File: src/rtl/fetch_unit_pkg.sv
// Shared types for the instruction fetch stage: FSM states,
// pending control-transfer record and the PC/nPC advance rule.
package fetch_unit_pkg;

    localparam logic [31:0] INST_BYTES = 32'd4;

    typedef enum logic [2:0] {
        S_IDLE,
        S_FETCH,
        S_WAIT_MEM,
        S_ISSUE,
        S_WAIT_ACK,
        S_ADVANCE
    } fetch_state_t;

    typedef struct packed {
        logic        taken;
        logic        annul;
        logic [31:0] target;
    } ctrl_xfer_t;

    // Returns {pc, npc} after retiring the current instruction.
    function automatic logic [63:0] next_pair(
        input logic [31:0] npc,
        input logic        xfer_vld,
        input ctrl_xfer_t  xfer
    );
        logic [31:0] p;
        logic [31:0] n;
        p = npc;
        n = npc + INST_BYTES;
        if (xfer_vld) begin
            case ({xfer.taken, xfer.annul})
                2'b10: begin
                    p = npc;
                    n = xfer.target;
                end
                2'b11: begin
                    p = xfer.target;
                    n = xfer.target + INST_BYTES;
                end
                2'b01: begin
                    p = npc + INST_BYTES;
                    n = npc + (INST_BYTES << 1);
                end
                default: begin
                    p = npc;
                    n = npc + INST_BYTES;
                end
            endcase
        end
        return {p, n};
    endfunction

endpackage

File: src/rtl/fetch_unit_pc_seq.sv
// PC/nPC pair plus the pending control-transfer register; the pair
// moves only on the advance strobe.
module fetch_pc_seq
    import fetch_unit_pkg::*;
#(
    parameter logic [31:0] RESET_PC = 32'h0000_0000
) (
    input  logic        clk,
    input  logic        rst,
    input  logic        advance,
    input  logic        ctrl_valid,
    input  logic        ctrl_taken,
    input  logic        ctrl_annul,
    input  logic [31:0] ctrl_target,
    output logic [31:0] pc,
    output logic [31:0] pc_next
);

    logic        pend_vld_q;
    logic        pend_vld_d;
    ctrl_xfer_t  pend_q;
    ctrl_xfer_t  pend_d;
    ctrl_xfer_t  xfer_in;
    ctrl_xfer_t  xfer_use;
    logic        use_vld;
    logic [31:0] pc_q;
    logic [31:0] pc_d;
    logic [31:0] npc_q;
    logic [31:0] npc_d;

    always_comb begin
        xfer_in.taken  = ctrl_taken;
        xfer_in.annul  = ctrl_annul;
        xfer_in.target = ctrl_target & ~32'h0000_0003;
        // A report arriving in the advance cycle itself wins.
        use_vld    = ctrl_valid | pend_vld_q;
        xfer_use   = ctrl_valid ? xfer_in : pend_q;
        pend_vld_d = pend_vld_q;
        pend_d     = pend_q;
        pc_d       = pc_q;
        npc_d      = npc_q;
        if (advance) begin
            {pc_d, npc_d} = next_pair(npc_q, use_vld, xfer_use);
            pend_vld_d    = 1'b0;
            pend_d        = '0;
        end else if (ctrl_valid) begin
            pend_vld_d = 1'b1;
            pend_d     = xfer_in;
        end
    end

    always_ff @(posedge clk) begin
        if (rst) begin
            pc_q       <= RESET_PC;
            npc_q      <= RESET_PC + INST_BYTES;
            pend_vld_q <= 1'b0;
            pend_q     <= '0;
        end else begin
            pc_q       <= pc_d;
            npc_q      <= npc_d;
            pend_vld_q <= pend_vld_d;
            pend_q     <= pend_d;
        end
    end

    assign pc      = pc_q;
    assign pc_next = pc_d;

endmodule

File: src/rtl/fetch_unit.sv
// Instruction fetch stage: memory read, decoder handshake and the
// control FSM; PC bookkeeping lives in fetch_pc_seq.
module fetch_unit
    import fetch_unit_pkg::*;
#(
    parameter logic [31:0] RESET_PC = 32'h0000_0000
) (
    input  logic        clk,
    input  logic        rst,
    input  logic        enable,
    output logic        imem_req,
    output logic [31:0] imem_addr,
    input  logic        imem_rvalid,
    input  logic [31:0] imem_rdata,
    output logic        dec_req,
    output logic [31:0] dec_inst,
    input  logic        dec_ack,
    input  logic        ctrl_valid,
    input  logic        ctrl_taken,
    input  logic        ctrl_annul,
    input  logic [31:0] ctrl_target,
    output logic [31:0] pc
);

    fetch_state_t state_q;
    fetch_state_t state_d;
    logic         imem_req_q;
    logic         imem_req_d;
    logic         dec_req_q;
    logic         dec_req_d;
    logic [31:0]  imem_addr_q;
    logic [31:0]  imem_addr_d;
    logic [31:0]  dec_inst_q;
    logic [31:0]  dec_inst_d;
    logic [31:0]  pc_next;
    logic         advance;

    fetch_pc_seq #(
        .RESET_PC (RESET_PC)
    ) u_pc_seq (
        .clk         (clk),
        .rst         (rst),
        .advance     (advance),
        .ctrl_valid  (ctrl_valid),
        .ctrl_taken  (ctrl_taken),
        .ctrl_annul  (ctrl_annul),
        .ctrl_target (ctrl_target),
        .pc          (pc),
        .pc_next     (pc_next)
    );

    always_comb begin
        state_d    = state_q;
        advance    = 1'b0;
        dec_inst_d = dec_inst_q;
        unique case (state_q)
            S_IDLE: begin
                if (enable) state_d = S_FETCH;
            end
            S_FETCH: begin
                state_d = S_WAIT_MEM;
            end
            S_WAIT_MEM: begin
                if (imem_rvalid) begin
                    dec_inst_d = imem_rdata;
                    state_d    = S_ISSUE;
                end
            end
            S_ISSUE: begin
                state_d = S_WAIT_ACK;
            end
            S_WAIT_ACK: begin
                if (dec_ack) state_d = S_ADVANCE;
            end
            S_ADVANCE: begin
                advance = 1'b1;
                state_d = enable ? S_FETCH : S_IDLE;
            end
            default: begin
                state_d = S_IDLE;
            end
        endcase
        // Strobes are registered off the next state so they line up
        // exactly with FETCH and ISSUE.
        imem_req_d  = (state_d == S_FETCH);
        dec_req_d   = (state_d == S_ISSUE);
        imem_addr_d = imem_req_d ? pc_next : imem_addr_q;
    end

    always_ff @(posedge clk) begin
        if (rst) begin
            state_q     <= S_IDLE;
            imem_req_q  <= 1'b0;
            dec_req_q   <= 1'b0;
            imem_addr_q <= '0;
            dec_inst_q  <= '0;
        end else begin
            state_q     <= state_d;
            imem_req_q  <= imem_req_d;
            dec_req_q   <= dec_req_d;
            imem_addr_q <= imem_addr_d;
            dec_inst_q  <= dec_inst_d;
        end
    end

    assign imem_req  = imem_req_q;
    assign imem_addr = imem_addr_q;
    assign dec_req   = dec_req_q;
    assign dec_inst  = dec_inst_q;

endmodule

File: config.mk
export PLATFORM = sky130hd
export DESIGN_NAME = fetch_unit
export DESIGN_NICKNAME = d
export VERILOG_FILES = /design/src/rtl/fetch_unit_pkg.sv /design/src/rtl/fetch_unit_pc_seq.sv /design/src/rtl/fetch_unit.sv
export SDC_FILE = /design/constraint.sdc
export NUM_CORES = 1
export LEC_CHECK = 0
export CAP_MARGIN = 20
export CORE_MARGIN = 2
export CORE_UTILIZATION = 49
export DETAILED_ROUTE_END_ITERATION = 10
export PLACE_DENSITY = 0.75
export SLEW_MARGIN = 20
export SYNTH_ARGS = -nofsm -noshare
export SYNTH_HDL_FRONTEND = slang
export SYNTH_SLANG_ARGS = --single-unit
export TNS_END_PERCENT = 5
File: constraint.sdc
create_clock -name clk -period 3.9 [get_ports clk]
set_input_delay 0.78 -clock clk [delete_from_list [all_inputs] [get_ports clk]]
set_output_delay 0.78 -clock clk [all_outputs]
set_load 0.005 [all_outputs]
==> impl_metrics.prom <==
# TYPE chip_impl_metric gauge
chip_impl_info{name="result_of_the_run",value="finished clean"} 1
chip_impl_metric{name="setup_ws",unit="ps"} 855
chip_impl_metric{name="part_of_the_yosys_area_used_for_sequential_elements",unit="%"} 34.4
chip_impl_metric{name="cp_data_arrival_time",unit="ps"} 3360
chip_impl_metric{name="maximum_vdd_drop",unit="uV"} 268
chip_impl_metric{name="worst_slew_margin_relative_to_its_limit",unit="%"} 40.9
chip_impl_metric{name="total_count_of_hold_check_failures_in_the_final_report",unit=""} 0
chip_impl_metric{name="yosysWarningCount",unit=""} 0
chip_impl_metric{name="syn-num-nets",unit=""} 1342
chip_impl_metric{name="initial_core_util",unit="%"} 50.0
chip_impl_metric{name="io_buffer_count",unit=""} 167
chip_impl_metric{name="syn_area",unit="sq um"} 9760
chip_impl_info{name="synth.top_cells.by_count",value="172 x sky130_fd_sc_hd__nand2_1, 168 x sky130_fd_sc_hd__dfxtp_1, 133 x sky130_fd_sc_hd__a21oi_1"} 1
chip_impl_metric{name="design.core.area",unit="sq um"} 19500
chip_impl_metric{name="floorplan.die.width",unit="um"} 145
chip_impl_metric{name="place_hpwl",unit="um"} 24400
chip_impl_metric{name="insertedDiodeCount",unit=""} 0
chip_impl_metric{name="cts-buffers-inserted",unit=""} 17
chip_impl_metric{name="grt_antenna_before_repair",unit=""} 0
chip_impl_metric{name="fp.dieH",unit="um"} 145
chip_impl_metric{name="max_slew.worst_pin.slew",unit="ps"} 879
chip_impl_metric{name="final.min_clock_period",unit="ps"} 3050
chip_impl_metric{name="drive_gt1_share",unit="%"} 8.67
chip_impl_metric{name="worst_ep_required_time",unit="ps"} 4210
chip_impl_metric{name="top_level_ports",unit=""} 170
chip_impl_metric{name="cts_hold_buffers",unit=""} 0
chip_impl_metric{name="wirelength",unit="um"} 34600
chip_impl_metric{name="stdcell_count",unit=""} 1661
chip_impl_info{name="main_synth_ff_type",value="sky130_fd_sc_hd__dfxtp_1"} 1
chip_impl_metric{name="synth_enable_flop_cells",unit=""} 0
chip_impl_metric{name="synth.top_cell.area_share",unit="%"} 34.4
chip_impl_metric{name="drv_slew",unit=""} 0
chip_impl_info{name="holdCritPathClass",value="reg -> reg"} 1
chip_impl_metric{name="layout.area.seq",unit="sq um"} 3360
chip_impl_metric{name="largest_net_degree_at_the_start_of_global_routing",unit=""} 64
chip_impl_metric{name="average_wire_length_per_cell_after_detail_routing",unit="um"} 20.8
chip_impl_info{name="worstSetupStartpointType",value="flop"} 1
chip_impl_metric{name="first_pass_iters",unit=""} 6
chip_impl_metric{name="detail_route.iter0.violations",unit=""} 1110
chip_impl_metric{name="syn-instance-count",unit=""} 1267
chip_impl_metric{name="yosys_register_bits",unit=""} 168
chip_impl_metric{name="gr-usage-all-layers",unit="%"} 32.2
chip_impl_metric{name="postCtsSetupRepairBufs",unit=""} 0
chip_impl_metric{name="cap_viol_max_count",unit=""} 0
chip_impl_info{name="synthDominantAreaCellType",value="sky130_fd_sc_hd__dfxtp_1"} 1
chip_impl_metric{name="finalCritPeriodShare",unit="%"} 78.1
chip_impl_info{name="grt_setup_unrepaired",value="no"} 1
chip_impl_metric{name="viasPerCell",unit=""} 6.33
chip_impl_metric{name="cts.htree.levels",unit=""} 4
chip_impl_metric{name="core.rowCount",unit=""} 51
chip_impl_metric{name="die-area",unit="sq um"} 21100
chip_impl_metric{name="syn2layout_area_growth",unit="%"} 25.0
chip_impl_metric{name="dp.cells",unit=""} 1629
chip_impl_metric{name="layout.filler_cells",unit=""} 1754
chip_impl_metric{name="first_pass_grt_wire_length",unit="um"} 54100
chip_impl_info{name="timing.critical_path.to_type",value="flop"} 1
chip_impl_metric{name="maxClockFrequency",unit="MHz"} 328
chip_impl_metric{name="async_s_r_ff_share_synth",unit="%"} 0
chip_impl_metric{name="grt_remaining_overflow",unit=""} 0
chip_impl_info{name="ranking_of_synthesized_cells_by_area",value="sky130_fd_sc_hd__dfxtp_1 34%, sky130_fd_sc_hd__a21oi_1 6.8%, sky130_fd_sc_hd__nand2_1 6.6%"} 1
chip_impl_metric{name="leakage",unit="nW"} 4.25
chip_impl_metric{name="postCtsResizedCells",unit=""} 0
chip_impl_info{name="post-synth-top-count-cell",value="sky130_fd_sc_hd__nand2_1"} 1
chip_impl_metric{name="count_of_final_setup_violators",unit=""} 0
chip_impl_info{name="cts_tree",value="yes"} 1
chip_impl_metric{name="fin_nets",unit=""} 1458
chip_impl_metric{name="worstPathMaxFanout",unit=""} 12
chip_impl_metric{name="remaining_drc_errors",unit=""} 0
chip_impl_metric{name="place.gp.congestion",unit=""} 0.993
chip_impl_metric{name="syn_avg_cell_area",unit="sq um"} 7.71
chip_impl_metric{name="synth.distinct_cells",unit=""} 87
chip_impl_metric{name="clock_path_buffers",unit=""} 2
chip_impl_metric{name="antenna_left",unit=""} 0
chip_impl_info{name="clk_root_buffer_cell",value="sky130_fd_sc_hd__clkbuf_16"} 1
chip_impl_metric{name="post-place-ws",unit="ps"} 505
chip_impl_metric{name="first_global_vias",unit=""} 9738
chip_impl_info{name="worst-setup-path-type",value="reg -> reg"} 1
chip_impl_metric{name="setup_total_negative_slack",unit="ps"} 0
chip_impl_metric{name="via_count",unit=""} 10500
chip_impl_metric{name="power_density_over_the_cells",unit="nW/um^2"} 346
chip_impl_metric{name="fin_skew",unit="ps"} 11.3
chip_impl_metric{name="multi_input_area",unit="sq um"} 5850
chip_impl_metric{name="cts.reportedPaths.clkPinSlew",unit="ps"} 80
chip_impl_metric{name="numClockSinks",unit=""} 168
chip_impl_metric{name="fin_total_pwr",unit="mW"} 4.22
chip_impl_metric{name="clk_latency",unit="ps"} 440
==> per-layer routing <==
layer	wire length, um	vias to the layer above	part of all wire (%)	global-route usage (%)
met4	1880	0	5.4	17.4
li1	-	4882	-	-
met1	13700	4952	40	40.5
met2	16300	541	47	52.8
met5	0	-	0	0
met3	2730	132	7.9	5.63
==> cell usage in the layout (no fill, tap or decap), types with 12 or more instances in the layout <==
| cell | n |
|---|---|
| sky130_fd_sc_hd__clkbuf_16 | 17 |
| sky130_fd_sc_hd__and3_1 | 12 |
| sky130_fd_sc_hd__xnor2_1 | 25 |
| sky130_fd_sc_hd__nor3_1 | 36 |
| sky130_fd_sc_hd__mux2_2 | 12 |
| sky130_fd_sc_hd__clkdlybuf4s50_1 | 165 |
| sky130_fd_sc_hd__inv_1 | 13 |
| sky130_fd_sc_hd__buf_4 | 50 |
| sky130_fd_sc_hd__o21ai_0 | 78 |
| sky130_fd_sc_hd__nor4_1 | 12 |
| sky130_fd_sc_hd__a211oi_1 | 24 |
| sky130_fd_sc_hd__nand2_1 | 172 |
| sky130_fd_sc_hd__a21oi_1 | 133 |
| sky130_fd_sc_hd__nor2_1 | 119 |
| sky130_fd_sc_hd__dfxtp_1 | 168 |
| sky130_fd_sc_hd__nand3_1 | 34 |
| sky130_fd_sc_hd__nand4_1 | 28 |
| sky130_fd_sc_hd__a31oi_1 | 19 |
| sky130_fd_sc_hd__o221ai_1 | 12 |
| sky130_fd_sc_hd__xor2_1 | 18 |
| sky130_fd_sc_hd__mux2i_1 | 30 |
==> sequential cells by signal, summed over array words and instances, names as in the netlist <==
register	cells
u_pc_seq.pend_q	34
dec_inst	32
imem_addr	32
u_pc_seq.npc_q	32
u_pc_seq.pc	32
state_q	3
dec_req	1
imem_req	1
u_pc_seq.pend_vld_q	1
==> per-stage QoR <==
step,utilization [%],instance area (sq um),hold WS (ps)
after global placement,59.5,11600,441
after CTS,62.5,12200,457
after floorplan,-,9760,447
after detailed placement,59.5,11600,446
final,62.5,12200,455
after global routing,62.5,12200,469
==> area by class of cell <==
class                      instances  area share (%)
clock buffer                      18            3.60
clock inverter                    14            1.24
inverter                          13           0.400
multi-input combinational        968            47.9
sequential                       168            27.5
tap                              265            2.72
timing repair buffer             215            16.6
==> logic make-up (layout without fill, tap and decap cells) <==
| kind of cell | Yosys count | in the layout | synth area share (%) |
|---|---|---|---|
| fa+ha+maj | 3 | 3 | 0.385 |
| flops | 168 | 168 | 34.4 |
| xor+xnor | 43 | 43 | 3.86 |
| mux | 43 | 43 | 4.56 |
| buf+inv | 131 | 260 | 5.87 |
| compound gates | 384 | 384 | 25.4 |
| simple gates | 495 | 495 | 25.5 |
==> power breakdown <==
part	switching (mW)	internal, mW
Sequential	0.0507	1.78
Clock	0.841	0.876
Combinational	0.387	0.284
Total	1.28	2.94
==> critical path, stage by stage, from the launching register on <==
cell and delay [ps]:
sky130_fd_sc_hd__dfxtp_1 500, sky130_fd_sc_hd__ha_1 370, sky130_fd_sc_hd__nand4_4 220, sky130_fd_sc_hd__or4_1 830, sky130_fd_sc_hd__o31a_1 400, sky130_fd_sc_hd__or2_1 270
sky130_fd_sc_hd__a221oi_1 260, sky130_fd_sc_hd__nor3_1 70
==> path summary, 6_finish.rpt <==
kind | from | endpoint | slack [ps] | cells after the start
worst max-delay path | u_pc_seq.npc_q[4]$_SDFFE_PP0N_ | imem_addr[25]$_SDFFE_PP0P_ | 850 | 7
worst min-delay path | imem_addr[23]$_SDFFE_PP0P_ | imem_addr[23]$_SDFFE_PP0P_ | 460 | 2
worst max register to register | u_pc_seq.npc_q[4]$_SDFFE_PP0N_ | imem_addr[25]$_SDFFE_PP0P_ | 850 | 7
worst min register to register | imem_addr[23]$_SDFFE_PP0P_ | imem_addr[23]$_SDFFE_PP0P_ | 460 | 2
Power figures use the tool's default switching activity.
